## src/rtl/approx_mac_pkg.sv

```systemverilog
// Shared types and constants for the approximate multiply-accumulate datapath.
package approx_mac_pkg;

    // Default widths of the multiplier product and of the accumulator.
    localparam int PROD_W_DEF = 32;
    localparam int ACC_W_DEF  = 40;

    // Saturation limits for the default accumulator width.
    localparam logic [ACC_W_DEF-1:0] ACC_MAX_DEF = {1'b0, {(ACC_W_DEF-1){1'b1}}};
    localparam logic [ACC_W_DEF-1:0] ACC_MIN_DEF = {1'b1, {(ACC_W_DEF-1){1'b0}}};

    // Accumulator control states.
    typedef enum logic {
        ACCUM = 1'b0,
        OUT   = 1'b1
    } acc_state_e;

endpackage

```

## src/rtl/approx_dot_accumulator_sat_add.sv

```systemverilog
// Combinational signed adder with one guard bit, overflow flag and optional clamp.
module sat_add #(
    parameter int W        = 40,
    parameter bit SATURATE = 1'b1
) (
    input  logic [W-1:0] a,
    input  logic [W-1:0] b,
    output logic [W-1:0] sum,
    output logic         ovf
);

    localparam logic [W-1:0] MAX_V = {1'b0, {(W-1){1'b1}}};
    localparam logic [W-1:0] MIN_V = {1'b1, {(W-1){1'b0}}};

    logic [W:0] wide;

    // Add with a guard bit; the guard and MSB disagree exactly on signed overflow.
    always_comb begin
        wide = {a[W-1], a} + {b[W-1], b};
        ovf  = wide[W] ^ wide[W-1];
        sum  = wide[W-1:0];
        if (ovf && SATURATE) begin
            // The guard bit carries the true sign of the unbounded result.
            sum = wide[W] ? MIN_V : MAX_V;
        end
    end

endmodule

```

## src/rtl/approx_dot_accumulator.sv

```systemverilog
// Streaming signed packet accumulator placed behind the approximate Booth multiplier.
// A packet of products (terminated by in_last) is summed and handed downstream
// together with its term count and a sticky overflow flag.
module approx_dot_accumulator
    import approx_mac_pkg::*;
#(
    parameter int PROD_W   = PROD_W_DEF,
    parameter int ACC_W    = ACC_W_DEF,
    parameter int CNT_W    = 16,
    parameter bit SATURATE = 1'b1
) (
    input  logic              clk,
    input  logic              rst,
    input  logic              clear,
    input  logic              in_valid,
    output logic              in_ready,
    input  logic [PROD_W-1:0] in_prod,
    input  logic              in_last,
    output logic              out_valid,
    input  logic              out_ready,
    output logic [ACC_W-1:0]  out_sum,
    output logic [CNT_W-1:0]  out_count,
    output logic              out_ovf
);

    acc_state_e         state_q, state_d;
    logic               s1_valid_q, s1_valid_d;
    logic [PROD_W-1:0]  s1_prod_q, s1_prod_d;
    logic               s1_last_q, s1_last_d;
    logic [ACC_W-1:0]   acc_q, acc_d;
    logic [CNT_W-1:0]   cnt_q, cnt_d;
    logic               ovf_q, ovf_d;
    logic               out_valid_q, out_valid_d;
    logic [ACC_W-1:0]   out_sum_q, out_sum_d;
    logic [CNT_W-1:0]   out_count_q, out_count_d;
    logic               out_ovf_q, out_ovf_d;

    logic [ACC_W-1:0]   prod_ext;
    logic [ACC_W-1:0]   add_sum;
    logic               add_ovf;
    logic [CNT_W-1:0]   cnt_next;

    // A held final beat blocks intake until the packet has been closed.
    assign in_ready  = (state_q == ACCUM) && !(s1_valid_q && s1_last_q);
    assign out_valid = out_valid_q;
    assign out_sum   = out_sum_q;
    assign out_count = out_count_q;
    assign out_ovf   = out_ovf_q;

    assign prod_ext = {{(ACC_W-PROD_W){s1_prod_q[PROD_W-1]}}, s1_prod_q};
    assign cnt_next = (&cnt_q) ? cnt_q : cnt_q + CNT_W'(1);

    sat_add #(
        .W        (ACC_W),
        .SATURATE (SATURATE)
    ) u_sat_add (
        .a   (acc_q),
        .b   (prod_ext),
        .sum (add_sum),
        .ovf (add_ovf)
    );

    // Next-state logic: input capture, accumulation, packet close and result handshake.
    always_comb begin
        // NOTE: every signal gets a default first so no path leaves it unassigned (no latches).
        state_d     = state_q;
        s1_valid_d  = 1'b0;
        s1_prod_d   = s1_prod_q;
        s1_last_d   = s1_last_q;
        acc_d       = acc_q;
        cnt_d       = cnt_q;
        ovf_d       = ovf_q;
        out_valid_d = out_valid_q;
        out_sum_d   = out_sum_q;
        out_count_d = out_count_q;
        out_ovf_d   = out_ovf_q;

        if (in_valid && in_ready) begin
            s1_valid_d = 1'b1;
            s1_prod_d  = in_prod;
            s1_last_d  = in_last;
        end

        if (s1_valid_q) begin
            if (s1_last_q) begin
                state_d     = OUT;
                out_valid_d = 1'b1;
                out_sum_d   = add_sum;
                out_count_d = cnt_next;
                out_ovf_d   = ovf_q | add_ovf;
                acc_d       = '0;
                cnt_d       = '0;
                ovf_d       = 1'b0;
            end else begin
                acc_d = add_sum;
                cnt_d = cnt_next;
                ovf_d = ovf_q | add_ovf;
            end
        end

        if ((state_q == OUT) && out_valid_q && out_ready) begin
            state_d     = ACCUM;
            out_valid_d = 1'b0;
        end
    end

    // Control and result registers; reset and clear both abandon all packet state.
    always_ff @(posedge clk) begin
        // NOTE: sequential state uses non-blocking assignments so every flop samples pre-edge values.
        if (rst || clear) begin
            state_q     <= ACCUM;
            s1_valid_q  <= 1'b0;
            acc_q       <= '0;
            cnt_q       <= '0;
            ovf_q       <= 1'b0;
            out_valid_q <= 1'b0;
            out_sum_q   <= '0;
            out_count_q <= '0;
            out_ovf_q   <= 1'b0;
        end else begin
            state_q     <= state_d;
            s1_valid_q  <= s1_valid_d;
            acc_q       <= acc_d;
            cnt_q       <= cnt_d;
            ovf_q       <= ovf_d;
            out_valid_q <= out_valid_d;
            out_sum_q   <= out_sum_d;
            out_count_q <= out_count_d;
            out_ovf_q   <= out_ovf_d;
        end
    end

    // Stage-1 payload registers.
    always_ff @(posedge clk) begin
        // NOTE: payload flops are left unreset; s1_valid_q qualifies every use of them.
        s1_prod_q <= s1_prod_d;
        s1_last_q <= s1_last_d;
    end

endmodule
```

## config.mk

```make
export PLATFORM = sky130hd
export DESIGN_NAME = approx_dot_accumulator
export DESIGN_NICKNAME = d
export VERILOG_FILES = /design/src/rtl/approx_mac_pkg.sv /design/src/rtl/approx_dot_accumulator_sat_add.sv /design/src/rtl/approx_dot_accumulator.sv
export SDC_FILE = /design/constraint.sdc
export NUM_CORES = 1
export LEC_CHECK = 0
export CORE_ASPECT_RATIO = 1.25
export CORE_MARGIN = 10
export CORE_UTILIZATION = 50
export CTS_CLUSTER_DIAMETER = 200
export DETAILED_ROUTE_END_ITERATION = 8
export GPL_ROUTABILITY_DRIVEN = 0
export PLACE_DENSITY = 0.74
export SLEW_MARGIN = 5
export SYNTH_ARGS = -nofsm -noshare
export SYNTH_HDL_FRONTEND = slang
export SYNTH_SLANG_ARGS = --single-unit
```

## constraint.sdc

```tcl
create_clock -name clk -period 3.5 [get_ports clk]
set_clock_uncertainty 0.2 [all_clocks]
set_input_delay 0.875 -clock clk [delete_from_list [all_inputs] [get_ports clk]]
set_output_delay 0.875 -clock clk [all_outputs]
set_load 0.005 [all_outputs]
```

### Word level (Yosys, flattened, before mapping)

Cells that the tools add are included.

| cells by class | value |
|---|---|
| $add $sub $neg | 2 |
| multiplexer cells | 7 |
| bitwise gates (word level) | 3 |
| reduce and logical (&&, ||, !) cells | 9 |

Operators with widths:

| kind | number |
|---|---|
| 40-bit two-way mux | 3 |
| 40-bit by 32-bit adder with 41-bit output | 1 |
| 16-bit two-way mux | 2 |
| 16-bit by 1-bit adder with 16-bit output, second input constant | 1 |
| 16-bit AND reduction | 1 |
| 1-bit logical AND | 4 |
| 1-bit two-way mux | 2 |
| 2-bit AND reduction | 1 |
| 2-bit OR reduction | 1 |
| 1-bit logical NOT | 1 |
| 1-bit logical OR | 1 |
| 1-bit NOT | 1 |
| 1-bit OR | 1 |
| 1-bit bitwise XOR | 1 |

| word-level totals | value |
|---|---|
| register bits | 149 |
| input bits | 38 |
| output and inout port bits | 59 |
| logic and storage cells | 31 |

### Depth between registers and ports, before layout

| depth | value |
|---|---|
| depth after elaboration | 5 |
| gate-level depth with buffers | 15 |
| gate-level depth less buffers | 12 |

### Hierarchy

From an unflattened synthesis, not the netlist that was laid out.

| unflattened totals | value |
|---|---|
| cell total of the unflattened synthesis | 948 |
| area, all modules | 8241.7 µm² |

By module, submodules not included:

| module | times used | cells an instance | area an instance (µm²) | seq. area each (µm²) |
|---|---|---|---|---|
| approx_dot_accumulator | 1 | 580 | 5596.6 | 3313.2 |
| sat_add | 1 | 368 | 2645.0 | 0.0 |

### Worst setup path before layout

OpenSTA, ideal clock, no wires.

| timing path | value |
|---|---|
| kind | register to register |
| start point | register s1_prod_q[31] |
| end point | register out_sum_q[38] (netlist: out_sum[38]) |
| library setup time | 0.100 ns |
| data arrival time | 2.706 ns |
| required time | 3.200 ns |
| path slack | 0.494 ns |
| stages on the path, launching flop included | 13 |
| path buffers | 2 |
| period minus slack after synthesis | 3.006 ns |
| path through | edfxtp_1 ha_1 clkbuf_1 nand4_1 nor2_1 nand2_1 o211ai_1 nor2_1 xnor2_2 and2_1 buf_4 nor3_1 a2111oi_4 |

| between the ends | value |
|---|---|
| longest elaborated chain between the ends | 3 |
| elaborated cells between the ends (all ways) | 4 |
| those cells by class | 1 x add/sub; 2 x mux; 1 x bitwise |

Ends and longest elaborated chain:

| item | line | RTL |
|---|---|---|
| start, declared | approx_dot_accumulator.sv:28 | `logic [PROD_W-1:0] s1_prod_q, s1_prod_d;` |
| start signal, assigned | approx_dot_accumulator.sv:136 | `s1_prod_q <= s1_prod_d;` |
| 40-bit by 32-bit adder with 41-bit output (*) | approx_dot_accumulator_sat_add.sv:19 | `wide = {a[W-1], a} + {b[W-1], b};` |
| 40-bit two-way mux or 1-bit bitwise XOR (tied branches) | approx_dot_accumulator_sat_add.sv:24, approx_dot_accumulator_sat_add.sv:20 |  |
| 40-bit two-way mux (*) | approx_dot_accumulator_sat_add.sv:22 | `if (ovf && SATURATE) begin` |
| end signal, assigned | approx_dot_accumulator.sv:127 | `out_sum_q <= out_sum_d;` |
| end, declared | approx_dot_accumulator.sv:34 | `logic [ACC_W-1:0] out_sum_q, out_sum_d;` |

Mark *: on every way between the ends. The rest lies on a longest branch, timed or not.
A chain may end at the register's enable or synchronous reset.

### Worst setup path after layout

| timing path | value |
|---|---|
| start point | register s1_prod_q[31] |
| end point | register out_sum_q[8] (netlist: out_sum[8]) |

Same word-level chain as after synthesis.

==> key figures <==
CTS
  – Level count of the clock H-tree: 4
  – CTS root buffer: clkbuf_16
  – Clock sinks: 149
  – CTS Buf Count: 17
  – Clock Latency Late Sink: 430 ps
  – Clock Tree Buf Depth: 2
  – Reg clk slew, reported paths: 60 ps
  – CTS tree: done

Yosys
  – Synth warnings: 0
  – Sequential area share after synthesis: 43.5%
  – Post-synth EDFFs: 33
  – Number of synthesized register bits: 149
  – Synth top area share: 30.5%
  – Syn_area_per_cell: 8.81 sq um
  – Mapped Area: 7620 sq um
  – Yosys top cell by area: dfxtp_1
  – Synth Flop Type: dfxtp_1
  – Syn nets: 945
  – Post-synth cell types: 68
  – Largest cells by area after synthesis: dfxtp_1, edfxtp_1, ha_1, nand2_1, nor2_1
  – Ys async rst share: 0%
  – Post-Synthesis Cells: 865

STA
  – Minimum clock period: 3270 ps
  – Final Worst Setup Slack: 233 ps
  – Post-route clock period utilization: 93.3%
  – Worst Max-Slew Pin Slew: 598 ps
  – Hold WS: 248 ps
  – Slew Viols, Final: 0
  – Final setup viols: 0
  – Highest clock rate: 0.306 GHz
  – Final hold vios: 0
  – Max_slew headroom: 60.0%

Run status
  – Status: completed

Pwr
  – Maximum vdd drop: 294 uV
  – Pwr dens: 428 nW/um^2
  – Switching share of power: 23.9%
  – Total leakage power: 3.69 nW
  – Clock Power Share: 46.1%
  – NetSw: 973 uW
  – Comb power frac: 9.4%
  – Sequential power share: 44.5%
  – Cell Int Power: 3.10 mW
  – Final Power: 4.07 mW

Routing
  – Vias: 6718
  – Wire per inst: 17.8 microns
  – DRT iter0 DRCs: 386
  – Remaining routing DRC violations: 0
  – Final wirelength: 20600 microns
  – Initial DRT Pass Iterations: 5
  – ANT nets after route: 0
  – Vias/cell: 5.78

Global routing
  – All-layer global routing usage: 20.5%
  – First-pass GRT wire length: 33400 microns
  – Grt ovf: 0
  – Largest net degree at the start of global routing: 38
  – Number of global-route vias before repair: 6661
  – Initial antenna violation count: 0

Hold path
  – Hold path start: out_sum[18]$_SDFFE_PP0P_
  – Min-delay worst type: flip-flop to flip-flop
  – Min-Delay Path Depth: 2
  – Hold path endpoint: out_sum[18]$_SDFFE_PP0P_

Final layout
  – Finished Core Util: 63.6%
  – Layout area overhead: 24.8%
  – Commonest non-fill, non-tap cell in the layout: dfxtp_1
  – Fin nets: 1047
  – Most frequent cells in the layout: dfxtp_1, nand2_1, clkdlybuf4s50_1
  – N_diodes: 0
  – Layout cells sized above 1: 9.08%

Critical path
  – R2R Path End: out_sum[8]$_SDFFE_PP0P_
  – Critical Path Fanout Max: 15
  – Slowest stage delay, CP: 520 ps
  – Crit path DAT: 3380 ps
  – FF-to-FF Start: s1_prod_q[31]$_DFFE_PP_
  – Critical-path top delay cell: edfxtp_1
  – Cells on worst reg2reg path: 11
  – CP Launch Type: flip-flop
  – Most frequent CP cell: buf_4
  – Crit-path cells: ha_1, a211oi_1, o21ai_0, a41oi_1, o211ai_1, nor2_1, xnor2_2, buf_4, o211ai_2, buf_4, o21ai_1
  – Reg2reg setup slack: 230 ps
  – Critical path class: flip-flop to flip-flop
  – Critical path endpoint category: flip-flop
  – Req. time, crit path: 3610 ps

Die
  – Chip width: 130 microns
  – # IOs: 97
  – Die H: 158 microns
  – Cell row count: 50
  – Die footprint: 20600 sq um
  – Core area: 15000 sq um
  – Starting Density: 51.0%

Placement
  – I/O Buffers: 96
  – HPWL after DPL: 15300 microns
  – Dpl ws: -55.1 ps

Run
  – Max_cap viols: 0
[critical path: cells and delay by family (launching register included)]
family | cells | cell delay (ps)
compound gates | 6 | 1170
flops | 1 | 520
buf+inv | 2 | 490
fa+ha+maj | 1 | 430
simple gates | 1 | 190
xor+xnor | 1 | 150
[worst max path at each step]
stage                            start                  endpoint  slack [ps]
2_1_floorplan  s1_prod_q[31]$_DFFE_PP_  out_sum[38]$_SDFFE_PP0P_         490
3_3_place_gp    s1_prod_q[0]$_DFFE_PP_    acc_q[25]$_SDFFE_PP0P_          50
3_5_place_dp     acc_q[0]$_SDFFE_PP0P_    acc_q[25]$_SDFFE_PP0P_         -60
4_1_cts          acc_q[0]$_SDFFE_PP0P_    acc_q[27]$_SDFFE_PP0P_         140
5_1_grt        s1_prod_q[31]$_DFFE_PP_    acc_q[25]$_SDFFE_PP0P_         -40
6_report       s1_prod_q[31]$_DFFE_PP_   out_sum[8]$_SDFFE_PP0P_         230
[cell usage after synthesis, types with 2 or more instances]
cell type	number
a211oi_1	18
a21boi_0	4
a21o_1	12
a21oi_1	66
a21oi_2	2
a221o_1	6
a22o_1	18
a22oi_1	9
a31o_2	2
a31oi_1	8
a32o_1	2
a41oi_1	2
and2_1	8
and3_1	6
and4_1	2
buf_1	2
buf_2	9
buf_4	3
clkbuf_1	32
dfxtp_1	116
edfxtp_1	33
ha_1	41
inv_1	18
maj3_1	2
nand2_1	106
nand2b_1	5
nand3_1	13
nand4_1	12
nor2_1	96
nor2b_1	5
nor3_1	14
nor3_2	2
nor3b_1	2
nor4_1	8
o2111ai_1	2
o211ai_1	5
o211ai_2	3
o21a_1	7
o21ai_0	40
o21ai_1	45
o21bai_1	5
o31a_1	2
or3_1	4
xnor2_1	24
xor2_1	21
[state kept, by name, summed over array words and instances, names as in the netlist]
| signal | flops |
|---|---|
| s1_valid_q | 1 |
| acc_q | 40 |
| out_count | 16 |
| ovf_q | 1 |
| out_ovf | 1 |
| s1_prod_q | 32 |
| out_sum | 40 |
| cnt_q | 16 |
| out_valid | 1 |
| s1_last_q | 1 |
[stage by stage]
stage / cells / area [sq um] / TNS, ps
after floorplan: 865 / 7620 / 0
after global placement: 1127 / 8850 / 0
after detailed placement: 1127 / 8850 / -493
after CTS: 1159 / 9480 / 0
after global routing: 1162 / 9510 / -518
final: 1162 / 9510 / 0
[layer usage]
| layer | vias up | wire length [microns] | GRT usage [%] |
|---|---|---|---|
| met3 | 35 | 1340 | 5.59 |
| met5 | - | 0 | 0 |
| met4 | 0 | 471 | 8.17 |
| met2 | 199 | 10300 | 35.7 |
| met1 | 3151 | 8540 | 23.2 |
| li1 | 3333 | - | - |
[area by class of cell]
type / count / area [sq um]
well taps: 182 / 228
inverters: 18 / 67.6
flip-flops and latches: 149 / 3310
fillers: 1274 / 5440
multi-input cells: 651 / 4060
repair buffers: 130 / 1230
clock inverters: 11 / 118
clock buffers: 21 / 493
[power by group through the flow]
| stage | sequential [mW] | combinational, mW | clock, mW |
|---|---|---|---|
| final | 1.82 | 0.382 | 1.88 |
| after global routing | 1.82 | 0.420 | 1.97 |
| after CTS | 1.82 | 0.376 | 1.90 |
| after detailed placement | 1.85 | 0.372 | 0 |
| after global placement | 1.85 | 0.370 | 0 |
| after floorplan | 1.85 | 0.229 | 0 |
[cell families (layout without fill, tap and decap cells)]
kind of cell,Yosys count,after routing,synth area share (%)
multiplexers,1,1,0.148
XOR/XNOR,46,46,5.39
adder cells (fa/ha/maj),44,44,7.26
AO/OA/AOI/OAI,272,272,23.2
buffers and inverters,65,180,3.60
AND/OR/NAND/NOR,288,288,17.0
flip-flops,149,149,43.5
[what timing repair did]
item	in CTS	in global routing
hold buffers	0	0
endpoints found under the setup margin	24	70
resized for setup	2	3
buffers inserted	0	3
No activity file was read; power rests on OpenSTA's default activity.
